[config.mk]
export PLATFORM = sky130hd
export DESIGN_NAME = instr_fetch
export DESIGN_NICKNAME = d
export VERILOG_FILES = /design/src/rtl/instr_fetch_pkg.sv /design/src/rtl/fetch_perf_cnt.sv /design/src/rtl/instr_fetch.sv
export SDC_FILE = /design/constraint.sdc
export NUM_CORES = 1
export LEC_CHECK = 0
export ABC_CLOCK_PERIOD_IN_PS = 4000
export CORE_ASPECT_RATIO = 1.25
export CORE_MARGIN = 4
export CORE_UTILIZATION = 25
export DETAILED_ROUTE_END_ITERATION = 8
export DONT_BUFFER_PORTS = 1
export PLACE_DENSITY_LB_ADDON = 0.12
export SLEW_MARGIN = 20
export SYNTH_ARGS = -nofsm -noshare
export SYNTH_HDL_FRONTEND = slang
export SYNTH_HIERARCHICAL = 1
export SYNTH_SLANG_ARGS = --single-unit
[constraint.sdc]
create_clock -name Clk -period 4 [get_ports Clk]
set_input_delay 0.8 -clock Clk [delete_from_list [all_inputs] [get_ports Clk]]
set_output_delay 0.8 -clock Clk [all_outputs]
set_load 0.01 [all_outputs]
[src/rtl/instr_fetch_pkg.sv]
// rtl/instr_fetch_pkg.sv - shared types and constants for the instruction fetch unit
package instr_fetch_pkg;

   localparam int INSTR_W  = 9;
   localparam int PC_W_DEF = 10;

   typedef logic [PC_W_DEF-1:0] pc_t;

   typedef enum logic [1:0] {
      IDLE   = 2'd0,
      FILL   = 2'd1,
      RUN    = 2'd2,
      HALTED = 2'd3
   } fetch_state_e;

   function automatic logic [31:0] sat_inc(input logic [31:0] v);
      return (v == 32'hFFFF_FFFF) ? v : v + 32'd1;
   endfunction

endpackage

[src/rtl/fetch_perf_cnt.sv]
// rtl/fetch_perf_cnt.sv - saturating active-cycle and transfer counters for instr_fetch
module fetch_perf_cnt
   import instr_fetch_pkg::*;
(
   input  logic        Clk,
   input  logic        Reset_n,
   input  logic        clear,
   input  logic        active,
   input  logic        xfer,
   output logic [31:0] Cycle_cnt,
   output logic [31:0] Instr_cnt
);

   always_ff @(posedge Clk) begin
      if (!Reset_n || clear) begin
         Cycle_cnt <= '0;
         Instr_cnt <= '0;
      end else begin
         if (active) Cycle_cnt <= sat_inc(Cycle_cnt);
         if (xfer)   Instr_cnt <= sat_inc(Instr_cnt);
      end
   end

endmodule

[src/rtl/instr_fetch.sv]
// rtl/instr_fetch.sv - PC owner and imem driver feeding decode over valid/ready
// FETCH_PERF_EN adds the Cycle_cnt/Instr_cnt performance counter outputs.
module instr_fetch
   import instr_fetch_pkg::*;
#(
   parameter int              PC_W     = PC_W_DEF,
   parameter logic [PC_W-1:0] RESET_PC = '0
)(
   input  logic               Clk,
   input  logic               Reset_n,
   input  logic               Start,
   output logic               Imem_en,
   output logic [PC_W-1:0]    Imem_addr,
   input  logic [INSTR_W-1:0] Imem_data,
   output logic [INSTR_W-1:0] Instruction,
   output logic               Instr_valid,
   input  logic               Instr_ready,
   output logic [PC_W-1:0]    Instr_pc,
   input  logic               Branch_taken,
   input  logic [PC_W-1:0]    Branch_target,
   input  logic               Halt,
   output logic               Done
`ifdef FETCH_PERF_EN
   ,
   output logic [31:0]        Cycle_cnt,
   output logic [31:0]        Instr_cnt
`endif
);

   localparam logic [PC_W-1:0] PC_ONE = {{(PC_W-1){1'b0}}, 1'b1};

   fetch_state_e        state;
   logic [PC_W-1:0]     pc;
   logic [PC_W-1:0]     pend_pc;
   logic                pend;
   logic                hold_vld;
   logic [INSTR_W-1:0]  hold_data;

   logic                xfer;
   logic                stop;
   logic                redirect;
   logic                room;
   logic                avail;
   logic [INSTR_W-1:0]  word;
   logic                launch;

   assign xfer     = Instr_valid & Instr_ready;
   assign stop     = xfer & Halt;
   assign redirect = xfer & Branch_taken & ~Halt;
   assign room     = ~Instr_valid | Instr_ready;
   // A fetched word waits either on the imem output (issued last cycle) or in
   // the hold register, which captures it when decode stalls on arrival.
   assign avail    = pend | hold_vld;
   assign word     = hold_vld ? hold_data : Imem_data;
   assign launch   = ((state == IDLE) || (state == HALTED)) && Start;

   assign Imem_en   = (state == FILL) || ((state == RUN) && room && !stop);
   assign Imem_addr = redirect ? Branch_target : pc;

   always_ff @(posedge Clk) begin
      if (!Reset_n) begin
         state       <= IDLE;
         pc          <= RESET_PC;
         pend_pc     <= '0;
         pend        <= 1'b0;
         hold_vld    <= 1'b0;
         hold_data   <= '0;
         Instruction <= '0;
         Instr_valid <= 1'b0;
         Instr_pc    <= '0;
         Done        <= 1'b0;
      end else begin
         case (state)
            IDLE, HALTED: begin
               if (Start) begin
                  state <= FILL;
                  pc    <= RESET_PC;
                  Done  <= 1'b0;
               end
            end
            FILL: begin
               pend    <= 1'b1;
               pend_pc <= pc;
               pc      <= pc + PC_ONE;
               state   <= RUN;
            end
            RUN: begin
               if (stop) begin
                  state       <= HALTED;
                  Instr_valid <= 1'b0;
                  Done        <= 1'b1;
                  pend        <= 1'b0;
                  hold_vld    <= 1'b0;
               end else if (redirect) begin
                  // Sequential word in flight is dropped; the target was fetched this cycle.
                  Instr_valid <= 1'b0;
                  pend        <= 1'b1;
                  pend_pc     <= Branch_target;
                  pc          <= Branch_target + PC_ONE;
                  hold_vld    <= 1'b0;
               end else if (room) begin
                  Instr_valid <= avail;
                  if (avail) begin
                     Instruction <= word;
                     Instr_pc    <= pend_pc;
                  end
                  pend     <= 1'b1;
                  pend_pc  <= pc;
                  pc       <= pc + PC_ONE;
                  hold_vld <= 1'b0;
               end else begin
                  pend <= 1'b0;
                  if (pend) begin
                     hold_vld  <= 1'b1;
                     hold_data <= Imem_data;
                  end
               end
            end
            default: state <= IDLE;
         endcase
      end
   end

`ifdef FETCH_PERF_EN
   fetch_perf_cnt u_perf (
      .Clk       (Clk),
      .Reset_n   (Reset_n),
      .clear     (launch),
      .active    ((state == FILL) || (state == RUN)),
      .xfer      (xfer),
      .Cycle_cnt (Cycle_cnt),
      .Instr_cnt (Instr_cnt)
   );
`else
   logic unused_launch;
   assign unused_launch = launch;
`endif

endmodule

# --- Word level (Yosys, flattened, before mapping) ---
# Index checks and enable logic that the tools add are counted.
word_totals:
  latch_bits: 0
  rom_bits: 0
  register_bits: 54
  word_cells: 76
  mem_bits_rw: 0
  out_inout_bits: 32
  n_memories: 0
op_classes:
  order_cmp: 0
  bitwise: 11
  add_sub_neg: 2
  reduce_logical: 18
  mux: 28
  shift: 0
  n_div: 0
  eq_ne: 7
  mul: 0
ops:
  columns: ["op", "count"]
  rows:
  - ["$mux 10", 8]
  - ["$pmux 10 s3", 1]
  - ["$add 10x1->10 const B", 2]
  - ["$pmux 10 s2", 1]
  - ["$mux 1", 12]
  - ["$reduce_and 5->1", 2]
  - ["$mux 9", 1]
  - ["$reduce_and 3->1", 3]
  - ["$ne 2x2->1 const B", 3]
  - ["$pmux 2 s3", 1]
  - ["$reduce_and 2->1", 3]
  - ["$not 1->1", 5]
  - ["$and 1x1->1", 4]
  - ["$eq 2x2->1 const B", 2]
  - ["$mux 2", 2]
  - ["$pmux 1 s2", 2]
  - ["$reduce_bool 2->1", 2]
  - ["$reduce_bool 4->1", 1]
  - ["$ne 3x3->1 const B", 1]
  - ["$reduce_bool 3->1", 1]
  - ["$eq 2x1->1 const B", 1]
  - ["$logic_and 1x1->1", 2]
  - ["$logic_not 2->1", 1]
  - ["$or 1x1->1", 2]
  - ["3 further kinds", 3]

# --- Depth between registers and ports, before layout ---
depth:
  word_depth: 6
  depth_mapped: 8

# --- Least setup slack after synthesis ---
# OpenSTA, ideal clock, no wires.
synth_path:
  path_type: "in2out"
  startpoint: "input Halt"
  endpoint: "output Imem_addr[1]"
  t_arrival_ps: 1542
  slack_ps: 1658
  stages: 3
  cell_sequence: "nand4b_1 > buf_2 > mux2_2"
synth_via:
  elab_chain_len: 3
synth_rtl:
  columns: ["element", "line", "source"]
  rows:
  - ["start, declared", "instr_fetch.sv:21", "input logic Halt,"]
  - ["$not 1->1", "instr_fetch.sv:49", "assign redirect = xfer & Branch_taken & ~Halt;"]
  - ["$and 1x1->1", "instr_fetch.sv:49", null]
  - ["$mux 10", "instr_fetch.sv:58", "assign Imem_addr = redirect ? Branch_target : pc;"]
  - ["end, declared", "instr_fetch.sv:13", "output logic [PC_W-1:0] Imem_addr,"]
# Every way passes these cells.

# --- Worst setup path in the final report ---
layout_path:
  startpoint: "register Instr_valid"
  endpoint: "output Imem_addr[0]"
layout_via:
  elab_chain_len: 4
layout_rtl:
  columns: ["element", "line", "source"]
  rows:
  - ["start, declared", "instr_fetch.sv:16", "output logic Instr_valid,"]
  - ["start signal, assigned", "instr_fetch.sv:102", "Instr_valid <= avail;"]
  - ["$and 1x1->1", "instr_fetch.sv:47", "assign xfer = Instr_valid & Instr_ready;"]
  - ["$and 1x1->1 (2 in series)", "instr_fetch.sv:49", null]
  - ["$mux 10", "instr_fetch.sv:58", null]
# Every way passes these cells.

==> qor.yml <==
outcome:
  outcome: "finished clean"
timing:
  fmax_mhz: 416.5
  min_period_ns: 2.401
  hold_viol: 0
  clock_skew_ns: 0.003288
  slew_headroom_pct: 33.68
  worst_pin_slew_ns: 0.9925
  final_max_slew_viol_count: 0
  rsz0062_at_grt: "no"
  setup_viol: 0
  finalSetupTns_ns: 0
  finalCritPeriodShare_pct: 60.03
synthesis:
  syn_area_um2: 2830
  ys_seq_area_share_pct: 38.20
  synthArstFlopShare_pct: 0
  synth_compound_area_share_pct: 19.76
  synth_largest_area_cell: "dfxtp_1"
  synth.avg_cell_area_um2: 9.100
  netlist_instances: 311
  ys_ff_latch: 54
  yosys.area_share.xor_xnor_pct: 2.785
  synthAdderAreaFrac_pct: 2.210
  muxShareOfSynthArea_pct: 12.47
  synth_edf_count: 0
  ys.flop_type: "dfxtp_1"
  synth_top_area_share_pct: 38.20
  yosys.area_share.simple_pct: 20.20
  ys_top_cells_by_area: "dfxtp_1 38%, mux2i_1 8.5%, o211a_1 6.7%, nand2_1 6.5%, mux2_2 4.0%"
  synth_cell_type_count: 48
  synth_top_family_by_area: "simple AND/OR/NAND/NOR gates"
  synth_fp_nets: 341
  ys_warn_count: 6
route:
  dr_total_vias: 2300
  wl_per_cell_um: 17.79
  drt_wl_total_um: 7829
  route.detailed.drc: 0
  viasPerCell: 5.227
  drtAntennaViolNets: 0
  drt_iter0_markers: 113
  dr.pass1.iters: 4
power:
  power.density_nw_per_um2: 562.0
  fin_total_pwr_mw: 1.747
  ir_worst_vdd_uv: 237.7
  p_leak_nw: 1.207
critical_path:
  end_kind: "output port"
  critPathRequiredTime_ns: 3.20
  r2r_end: "Instr_pc[5]"
  r2r_cells: 6
  start_kind: "register"
  reg2reg_slack_ns: 1.61
  r2r-start: "state[0]"
  cp.arrival_ns: 1.60
  path_class: "register to output port"
  cp-startpoint: "Instr_valid"
  path_max_fanout: 13
  crit_end: "Imem_addr[0]"
clock_network:
  cts_buffer_depth: 2
  cts.sinks: 54
  cts_hold_buf: 0
  insertion_delay_ns: 0.29
  cts_resized: 0
  cts-root-buf: "clkbuf_16"
  clkTransAtPathRegs_ns: 0.07
  cts_setup_buffers: 0
  numCtsBuffers: 5
  cts_tree: "done"
  htreeDepth: 2
placed_design:
  placed_area_um2: 2939
  hpwl_um: 5460
  port-buffer-count: 0
  gp_congestion: 0.8048
floorplanning:
  rows: 43
  design.portCount: 57
  die_h_um: 127.0
  dieArea_um2: 13100
  start_util_pct: 25.54
  fp.coreArea_um2: 11080
  die_w_um: 103.2
global_routing:
  grt_pass1_wl_um: 12540
  grt_util_all_layers_pct: 12.28
  antenna_found_initial: 0
  overflow: 0
  grt_start_max_net_pins: 52
  grt_pass1_vias: 2336
final_layout:
  layout-drive-gt1-share_pct: 9.508
  syn_to_final_growth_pct: 9.814
  mostFrequentLayoutCells: "54 x dfxtp_1, 49 x nand2_1, 24 x mux2i_1"
  final_common_cell: "dfxtp_1"
  nNetsFinal: 334
  post-route-cell-area_um2: 3108
  antenna_cells: 0
run:
  maxCapViolations: 0
min_path:
  hold_path.class: "register to register"
metrics by stage:
| stage | utilization (%) | cells | hold slack, ns | setup slack (ns) |
|---|---|---|---|---|
| 3_5_place_dp | 26.52 | 432 | 0.4575 | 1.504 |
| 5_1_grt | 28.04 | 440 | 0.4811 | 1.383 |
| 6_report | 28.04 | 440 | 0.4627 | 1.599 |
| 2_1_floorplan | - | 311 | 0.4431 | 1.658 |
| 4_1_cts | 28.04 | 440 | 0.4683 | 1.557 |
| 3_3_place_gp | 26.52 | 432 | 0.4500 | 1.520 |
kinds of logic after synthesis:
logic type,after synthesis
xor+xnor,9
fa+ha+maj,5
simple gates,110
flops,54
compound gates,74
buf+inv,25
mux,34
cell usage after synthesis (2+ instances only):
| library cell | n |
|---|---|
| buf_4 | 2 |
| mux2i_1 | 24 |
| nor2_1 | 5 |
| nor3b_1 | 2 |
| o211a_1 | 19 |
| nand4b_1 | 2 |
| nand3_1 | 9 |
| o22ai_1 | 4 |
| nor2b_1 | 15 |
| a21oi_1 | 13 |
| and2_1 | 2 |
| buf_6 | 2 |
| a32oi_1 | 2 |
| nand4_1 | 6 |
| inv_1 | 7 |
| a22oi_1 | 2 |
| o21ai_0 | 9 |
| and4_1 | 5 |
| xnor2_1 | 6 |
| nand2b_1 | 3 |
| ha_1 | 5 |
| nand2_1 | 49 |
| a21boi_0 | 10 |
| a21o_1 | 2 |
| dfxtp_1 | 54 |
| xor2_1 | 3 |
| mux2_2 | 10 |
| buf_2 | 5 |
| and3_1 | 3 |
| o211ai_1 | 5 |
| nor3_1 | 3 |
| clkbuf_1 | 7 |
state kept, by name (all words and copies together), names as in the netlist, 2 cells and up:
| register | count |
|---|---|
| Instr_pc | 10 |
| Instruction | 9 |
| hold_data | 9 |
| pc | 10 |
| pend_pc | 10 |
| state | 2 |
cell type report:
class,count,area (um^2)
clock buffer,5,125.1
clock inverter,3,43.79
tap,135,168.9
fill,1179,7975
timing repair buffer,3,22.52
inverter,8,30.03
sequential,54,1081
multi-input combinational,232,1637
worst max-delay path, stage by stage (launching register included):
cell and delay, ns:
dfxtp_1 0.59, nand4b_1 0.15, buf_4 0.22, mux2_2 0.34
worst min path at each step:
stage / startpoint / end / slack [ns] / cells past startpoint
2_1_floorplan: hold_data[7] / hold_data[7] / 0.44 / 2
3_3_place_gp: hold_data[8] / hold_data[8] / 0.45 / 2
3_5_place_dp: hold_data[7] / hold_data[7] / 0.46 / 2
4_1_cts: hold_data[7] / hold_data[7] / 0.47 / 2
5_1_grt: hold_data[0] / hold_data[0] / 0.48 / 2
6_report: hold_data[5] / hold_data[5] / 0.46 / 2
power breakdown:
group	leakage, nW	switching (mW)	internal, mW
clock network	0.0842	0.210	0.297
registers	0.438	0.0869	0.632
logic	0.685	0.318	0.203
total	1.21	0.615	1.13
routing by layer:
metal / vias up / track usage [%] / part of all wire, %
met5: - / 0 / 0
met4: 0 / 4.192 / 1.9
met3: 7 / 3.850 / 7.8
met2: 59 / 20.59 / 49
met1: 1115 / 14.62 / 42
li1: 1119 / - / -
(Power assumes the default switching activity.)
